**config.mk**
```make
export PLATFORM = sky130hd
export DESIGN_NAME = lane_queue
export DESIGN_NICKNAME = d
export VERILOG_FILES = /design/src/rtl/intersection_pkg.sv /design/src/rtl/lane_queue.sv
export SDC_FILE = /design/constraint.sdc
export NUM_CORES = 1
export LEC_CHECK = 0
export BUFFER_PORTS_ARGS = -buffer_cell sky130_fd_sc_hd__buf_2
export CAP_MARGIN = 25
export CELL_PAD_IN_SITES_DETAIL_PLACEMENT = 0
export CELL_PAD_IN_SITES_GLOBAL_PLACEMENT = 1
export CORE_UTILIZATION = 40
export CTS_CLUSTER_DIAMETER = 30
export CTS_CLUSTER_SIZE = 25
export DETAILED_ROUTE_END_ITERATION = 8
export PLACE_DENSITY_LB_ADDON = 0.08
export SETUP_SLACK_MARGIN = 0.4
export SYNTH_ARGS = -nofsm -noshare
export SYNTH_HDL_FRONTEND = slang
export SYNTH_SLANG_ARGS = --single-unit
```
**constraint.sdc**
```tcl
create_clock -name clk_i -period 2.99 [get_ports clk_i]
set_input_delay 0.1495 -clock clk_i [delete_from_list [all_inputs] [get_ports clk_i]]
set_output_delay 0.1495 -clock clk_i [all_outputs]
set_load 0.02 [all_outputs]
```
**src/rtl/intersection_pkg.sv**
```systemverilog
// Shared types and defaults for the two-street intersection traffic model.
// Optional feature macro: INTERSECTION_STATS_EN (per-lane departure counters).
package intersection_pkg;

    localparam int unsigned QMAX_DEF    = 15;
    localparam int unsigned HEADWAY_DEF = 2;
    localparam int unsigned CNT_W       = 4;
    localparam int unsigned TMR_W       = 3;

    typedef enum logic [1:0] {
        GREEN  = 2'b00,
        YELLOW = 2'b01,
        RED    = 2'b10
    } light_t;

    typedef enum logic [0:0] {
        LANE_STOP = 1'b0,
        LANE_GO   = 1'b1
    } lane_state_t;

    // 2'b10 and the unused code 2'b11 both count as red, so bit 1 alone decides.
    function automatic logic light_is_red(input logic [1:0] l);
        return l[1];
    endfunction

endpackage

```
**src/rtl/lane_queue.sv**
```systemverilog
// One street's car queue: STOP/GO FSM, headway timer, saturating occupancy
// counter and arrival-drop detection.
module lane_queue
    import intersection_pkg::*;
#(
    parameter int unsigned QMAX    = QMAX_DEF,
    parameter int unsigned HEADWAY = HEADWAY_DEF
) (
    input  logic             clk_i,
    input  logic             rst_ni,
    input  logic             arr_i,
    input  logic [1:0]       light_i,
    output logic [CNT_W-1:0] cnt_o,
    output logic             depart_o,
    output logic             drop_o
);

    localparam logic [0:0]       S_STOP   = LANE_STOP;
    localparam logic [0:0]       S_GO     = LANE_GO;
    localparam logic [TMR_W-1:0] TMR_LOAD = TMR_W'(HEADWAY - 1);
    localparam logic [CNT_W-1:0] CNT_MAX  = CNT_W'(QMAX);

    logic [0:0]       state_q, state_d;
    logic [TMR_W-1:0] timer_q, timer_d;
    logic [CNT_W-1:0] cnt_q, cnt_d;
    logic             green;
    logic [TMR_W-1:0] timer_cur;
    logic             depart;
    logic             full;

    // Next-state, headway timer and queue count for the current cycle.
    // The timer value seen in the first GREEN cycle is the STOP->GO load value,
    // so that cycle already counts toward the headway.
    always_comb begin
        green     = (light_i == GREEN);
        state_d   = green ? S_GO : S_STOP;
        timer_cur = (state_q == S_STOP) ? TMR_LOAD : timer_q;
        depart    = green && (timer_cur == '0) && (cnt_q != '0);
        full      = (cnt_q == CNT_MAX);

        timer_d = timer_cur;
        if (!green) begin
            timer_d = TMR_LOAD;
        end else if (depart) begin
            timer_d = TMR_LOAD;
        end else if (timer_cur != '0) begin
            timer_d = timer_cur - 1'b1;
        end

        cnt_d  = cnt_q;
        drop_o = 1'b0;
        if (arr_i && !depart) begin
            if (full) begin
                drop_o = 1'b1;
            end else begin
                cnt_d = cnt_q + 1'b1;
            end
        end else if (depart && !arr_i) begin
            cnt_d = cnt_q - 1'b1;
        end
    end

    // Lane state registers; reset empties the queue immediately.
    always_ff @(posedge clk_i or negedge rst_ni) begin
        if (!rst_ni) begin
            state_q <= S_STOP;
            timer_q <= TMR_LOAD;
            cnt_q   <= '0;
        end else begin
            state_q <= state_d;
            timer_q <= timer_d;
            cnt_q   <= cnt_d;
        end
    end

    assign cnt_o    = cnt_q;
    assign depart_o = depart;

endmodule

```
==> results.yml, run 1 <==
pwr:
  total_power_mw: 0.483
  ir_drop_uv: 316
  p_switching_mw: 0.201
  share_seq_of_total_power_pct: 39.6
  power_density_nw_per_um2: 661
  leakagePower_nw: 0.391
  p_int_mw: 0.282
  comb_power_share_pct: 41.5
  clock_power_share_pct: 18.9
  swShare_pct: 41.7
placed_design:
  gp_congestion: 0.611
  post-dp-hpwl_um: 773
  io_buffer_count: 10
  post-place-ws_ps: 395
clock_network:
  htreeDepth: 1
  cts.path.max_buffers: 2
  cts_num_sinks: 8
  cts_root_buf: "clkbuf_4"
  clk_latency_ps: 260
  cts_buffers: 3
  clkTransAtPathRegs_ps: 60
  cts_tree: "built"
critical_path:
  end_kind: "flop"
  path_common_cell: "ha_1"
  crit_chain: "nor2b_2 -> ha_1 -> a21boi_4 -> nand3b_4 -> nand2_4 -> ha_1 -> and3_1 -> or3_1 -> mux2i_1 -> xor2_1"
  cp.required_ps: 3170
  reg2reg_setup_slack_ps: 570
  cp_slowest_cell: "dfrtp_1"
  crit_type: "reg2reg"
  cp.arrival_ps: 2610
  cp_max_fo: 6
  cpPeakStageDelay_ps: 410
  start_kind: "flop"
run:
  max_cap_viol_count: 0
yosys:
  ys_seq_elements: 8
  synth_edf_count: 0
  synth.area.top_cells: "dfrtp_1, ha_1, mux2i_1"
  mappedNetlistNets: 63
  synth_area_um2: 571
  ys_seq_area_share_pct: 35.3
  synthFlopType: "dfrtp_1"
  synth.avg_cell_area_um2: 10.8
  ys_warn_count: 0
  synthDistinctLibCells: 28
  synth_async_sr_flop_share_pct: 100
  synth_largest_area_cell: "dfrtp_1"
  synthCells: 53
  yosysTopAreaCellShare_pct: 30.7
run_status:
  status: "finished clean"
global_routing:
  gr-total-overflow: 0
  antenna_found_initial: 0
  grt_start_max_net_pins: 9
  grt_pass1_vias: 414
  groute.usage.overall_pct: 17.6
  grt_pass1_wl_mm: 1.74
floorplan:
  die_area_um2: 1580
  die_w_um: 39.8
  start_util_pct: 43.3
  fp.dieH_um: 39.8
  core_um2: 1320
  num_io_pins: 11
  core.rowCount: 13
finish:
  syn_to_final_growth_pct: 28.1
  nets: 85
  final_util_pct: 55.5
  n_antenna_cell: 0
  final_layout_size_suffix_gt1_share_pct: 36.5
worst_hold_path:
  min_path_type: "in2reg"
route:
  wl_mm: 1.11
  wl_per_cell_um: 12.4
  drtIter0Drc: 10
  firstDrtPassIters: 4
  ant_nets: 0
  vias: 462
  viasPerCell: 5.19
  drcViolationCount: 0
sta:
  worst_pin_slew_ps: 474
  rsz0062_at_grt: "no"
  setup_violations: 0
  fin_skew_ps: 6.44
  setup-tns-final_ps: 0
  drv_slew: 0
  period_needed_ps: 2420
  slew-limit-headroom_pct: 68.3
  fin_ws_ps: 569
  min_period_over_period_pct: 81.0
  max_freq_mhz: 413
  hold_slack_ps: 148
  hold_violations: 0
placed cells by master, fill, tap and decap left out, drive strengths merged, types with 2 or more instances in the layout:
cell type,n
ha,4
xnor2,2
nand3b,2
buf,16
and2,2
inv,3
dfrtp,7
clkbuf,4
nand2,7
o21ai,2
nor2,2
mux2i,5
routing by layer:
layer | part of all wire, % | global-route usage (%) | up-vias
li1 | - | - | 238
met2 | 48 | 27.0 | 8
met1 | 48 | 21.3 | 214
met4 | 0.90 | 12.9 | 0
met5 | 0 | 0 | -
met3 | 3.3 | 3.41 | 2
Yosys cell counts (all sizes together) (2+ instances only):
cell type,n
mux2i,5
dfrtp,7
nor2,2
nand3b,2
ha,4
o21ai,2
and2,2
xnor2,2
nand2,7
inv,3
state kept, by name, indices dropped and copies added (netlist names):
register	cells
timer_q	3
state_q	1
cnt_o	4
layout make-up:
class / count / area, um2
Multi-Input combinational cell: 42 / 368
Inverter: 3 / 11.3
Tap cell: 15 / 18.8
Timing Repair Buffer: 17 / 105
Clock buffer: 4 / 26.3
Sequential cell: 8 / 201
Fill cell: 126 / 587
power groups by stage:
stage | clock (mW) | combinational (mW) | sequential, mW
after global routing | 0.0990 | 0.225 | 0.198
after floorplan | 0 | 0.119 | 0.211
after global placement | 0 | 0.201 | 0.194
final | 0.0913 | 0.200 | 0.191
after CTS | 0.0952 | 0.202 | 0.191
after detailed placement | 0 | 0.198 | 0.193
metrics by stage:
step | area [um2] | cells
3_5_place_dp | 647 | 79
6_report | 731 | 89
4_1_cts | 686 | 84
3_3_place_gp | 647 | 79
5_1_grt | 731 | 89
2_1_floorplan | 571 | 53
worst max-delay path, delay by kind of cell (launching register included):
family          cells  cell delay [ps]
mux                 1              160
fa+ha+maj           2              420
compound gates      1              250
xor+xnor            1              150
simple gates        5              970
flops               1              410
final timing paths:
path,from,end,depth (start not counted)
setup reg to reg,state_q,cnt_o[3],10
setup / recovery,state_q,cnt_o[3],10
max in group asynchronous,rst_ni,timer_q[0],2
hold reg to reg,cnt_o[3],cnt_o[3],1
min in group asynchronous,rst_ni,timer_q[2],2
hold / removal,light_i[0],state_q,2
timing repair:
item	CTS	global route
hold buffers	1	0
setup endpoints to repair	1	1
setup buffers	0	5
gates resized for setup	1	2
endpoints found under the hold margin	8	0
cells by family after synthesis:
group,share of synthesized area (%)
xor gates and xnor gates,4.61
and+or+nand+nor,24.8
adders and majority gates,12.3
buffers and inverters,1.97
muxes,8.77
AOI/OAI and AO/OA,12.3
DFF,35.3
Power figures use the tool's default switching activity.
==> run 2, diff against run 1 <==
--- a/config.mk
+++ b/config.mk
@@ -9,7 +9,7 @@
 export CAP_MARGIN = 25
 export CELL_PAD_IN_SITES_DETAIL_PLACEMENT = 0
 export CELL_PAD_IN_SITES_GLOBAL_PLACEMENT = 1
-export CORE_UTILIZATION = 40
+export CORE_UTILIZATION = 36
 export CTS_CLUSTER_DIAMETER = 30
 export CTS_CLUSTER_SIZE = 25
 export DETAILED_ROUTE_END_ITERATION = 8
==> constraint.sdc (replaced) <==
create_clock -name clk_i -period 2 [get_ports clk_i]
set_input_delay 0.1 -clock clk_i [delete_from_list [all_inputs] [get_ports clk_i]]
set_output_delay 0.1 -clock clk_i [all_outputs]
set_load 0.02 [all_outputs]
==> run 2 against run 1 <==
Sequential power rose by 29%; worst setup slack got worse by 790 ps; wire length rose by 16%; utilization rose by 7.4 points; largest power group unchanged; critical endpoint is now cnt_o[1]; die area rose by 11%; register-to-register slack got worse by 790 ps; the run now ends with setup timing left; critical path depth did not move; largest cell class unchanged; total power rose by 86%.
==> results.yml, run 2 (same netlist as run 1, synthesis figures left out) <==
pwr:
  comb_power_share_pct: 57.1
  p_int_mw: 0.552
  p_switching_mw: 0.346
  power_density_nw_per_um2: 960
  total_power_mw: 0.898
  swShare_pct: 38.5
  clock_power_share_pct: 15.5
  share_seq_of_total_power_pct: 27.4
  leakagePower_nw: 0.474
  ir_drop_uv: 614
clock_network:
  cts.path.max_buffers: 2
  clkTransAtPathRegs_ps: 60
  cts_num_sinks: 8
  cts_tree: "built"
  cts_root_buf: "clkbuf_4"
  clk_latency_ps: 270
  htreeDepth: 1
  cts_buffers: 3
route:
  drtIter0Drc: 8
  viasPerCell: 4.87
  wl_mm: 1.28
  wl_per_cell_um: 12.3
  ant_nets: 0
  firstDrtPassIters: 2
  drcViolationCount: 0
  vias: 506
critical_path:
  cp.arrival_ps: 2410
  start_kind: "flop"
  crit_type: "reg2reg"
  cp.required_ps: 2190
  reg2reg_setup_slack_ps: -220
  ff2ff_path_depth: 10
  cp_max_fo: 3
  regToRegStartpoint: "timer_q[0]"
  timing.rr.end: "cnt_o[1]"
  end_kind: "flop"
sta:
  drv_slew: 0
  worst_pin_slew_ps: 258
  rsz0062_at_grt: "yes"
  max_freq_mhz: 450
  period_needed_ps: 2220
  min_period_over_period_pct: 111
  hold_slack_ps: 162
  hold_violations: 0
  slew-limit-headroom_pct: 82.7
  fin_ws_ps: -225
  setup-tns-final_ps: -424
  fin_skew_ps: 9.46
  setup_violations: 2
floorplan:
  fp.dieH_um: 41.8
  die_area_um2: 1750
  die_w_um: 41.8
  start_util_pct: 38.3
  core_um2: 1490
  core.rowCount: 14
  num_io_pins: 11
global_routing:
  groute.usage.overall_pct: 17.4
  gr-total-overflow: 0
  grt_start_max_net_pins: 9
  grt_pass1_wl_mm: 2.14
  grt_pass1_vias: 462
  antenna_found_initial: 0
finish:
  final_layout_size_suffix_gt1_share_pct: 59.1
  largest_reg_flops: 4
  final_common_cell: "buf_4"
  nets: 99
  n_antenna_cell: 0
  syn_to_final_growth_pct: 64.0
  mostFrequentLayoutCells: "buf_4, buf_2, nand2_1"
placed_design:
  io_buffer_count: 10
  post-dp-hpwl_um: 909
  gp_congestion: 0.739
  post-place-ws_ps: -281
worst_hold_path:
  hold_start: "light_i[0]"
  holdPathEnd: "state_q"
  whs_path_depth: 3
  min_path_type: "in2reg"
run:
  max_cap_viol_count: 0
run_status:
  status: "finished, violations left"
  violations: "setup timing"
-- run 2: cell types whose count changed in the layout (fill, tap and decap cells not counted), sizes merged --
cell | previous run | this run
buf | 16 | 30
-- run 2: critical path: stages, from the launching register on --
cell and delay [ps]:
dfstp_2 540, nor2b_4 50, ha_4 150, a21boi_4 140
nand3b_4 90, nand2_4 70, buf_4 140, buf_6 110
fa_2 520, and4b_2 220, a211oi_2 130
-- run 2: worst max path at each step --
stage	start	to	slack (ps)
4_1_cts	state_q	cnt_o[3]	-220
2_1_floorplan	state_q	cnt_o[3]	-330
3_3_place_gp	state_q	cnt_o[3]	-270
6_report	timer_q[0]	cnt_o[1]	-220
5_1_grt	state_q	cnt_o[3]	-300
3_5_place_dp	state_q	cnt_o[3]	-280
-- run 2: layout make-up --
class | count | area [um2]
clock buffer | 4 | 26.3
multi-input combinational | 42 | 444
fill | 118 | 553
inverter | 3 | 11.3
tap | 16 | 20.0
timing repair buffer | 31 | 230
sequential | 8 | 204
-- run 2: per-layer routing --
layer	vias to the layer above	part of all wire [%]	global-route usage, %
met5	-	0	0
li1	264	-	-
met4	0	2.9	11.6
met3	4	5.1	8.26
met1	229	51	24.0
met2	9	41	20.9
-- run 2: timing repair --
action | 4_1_cts | 5_1_grt
hold buffers | 1 | 0
setup buffers | 6 | 3
pin swaps | 5 | 6
setup endpoints to repair | 6 | 6
resized for setup | 8 | 7
hold endpoints to repair | 8 | 0
cloned | 0 | 0
-- run 2: power by group through the flow --
stage | Clock, mW | Sequential, mW | Combinational, mW
2_1_floorplan | 0 | 0.325 | 0.196
3_3_place_gp | 0 | 0.250 | 0.438
3_5_place_dp | 0 | 0.250 | 0.441
4_1_cts | 0.147 | 0.247 | 0.476
5_1_grt | 0.153 | 0.250 | 0.562
6_report | 0.139 | 0.246 | 0.513
-- run 2: stage by stage --
| stage | utilization (%) | cells | instance area [um2] |
|---|---|---|---|
| 2_1_floorplan | - | 53 | 608 |
| 3_3_place_gp | 51.1 | 90 | 761 |
| 3_5_place_dp | 51.1 | 90 | 761 |
| 4_1_cts | 59.5 | 101 | 886 |
| 5_1_grt | 62.9 | 104 | 936 |
| 6_report | 62.9 | 104 | 936 |
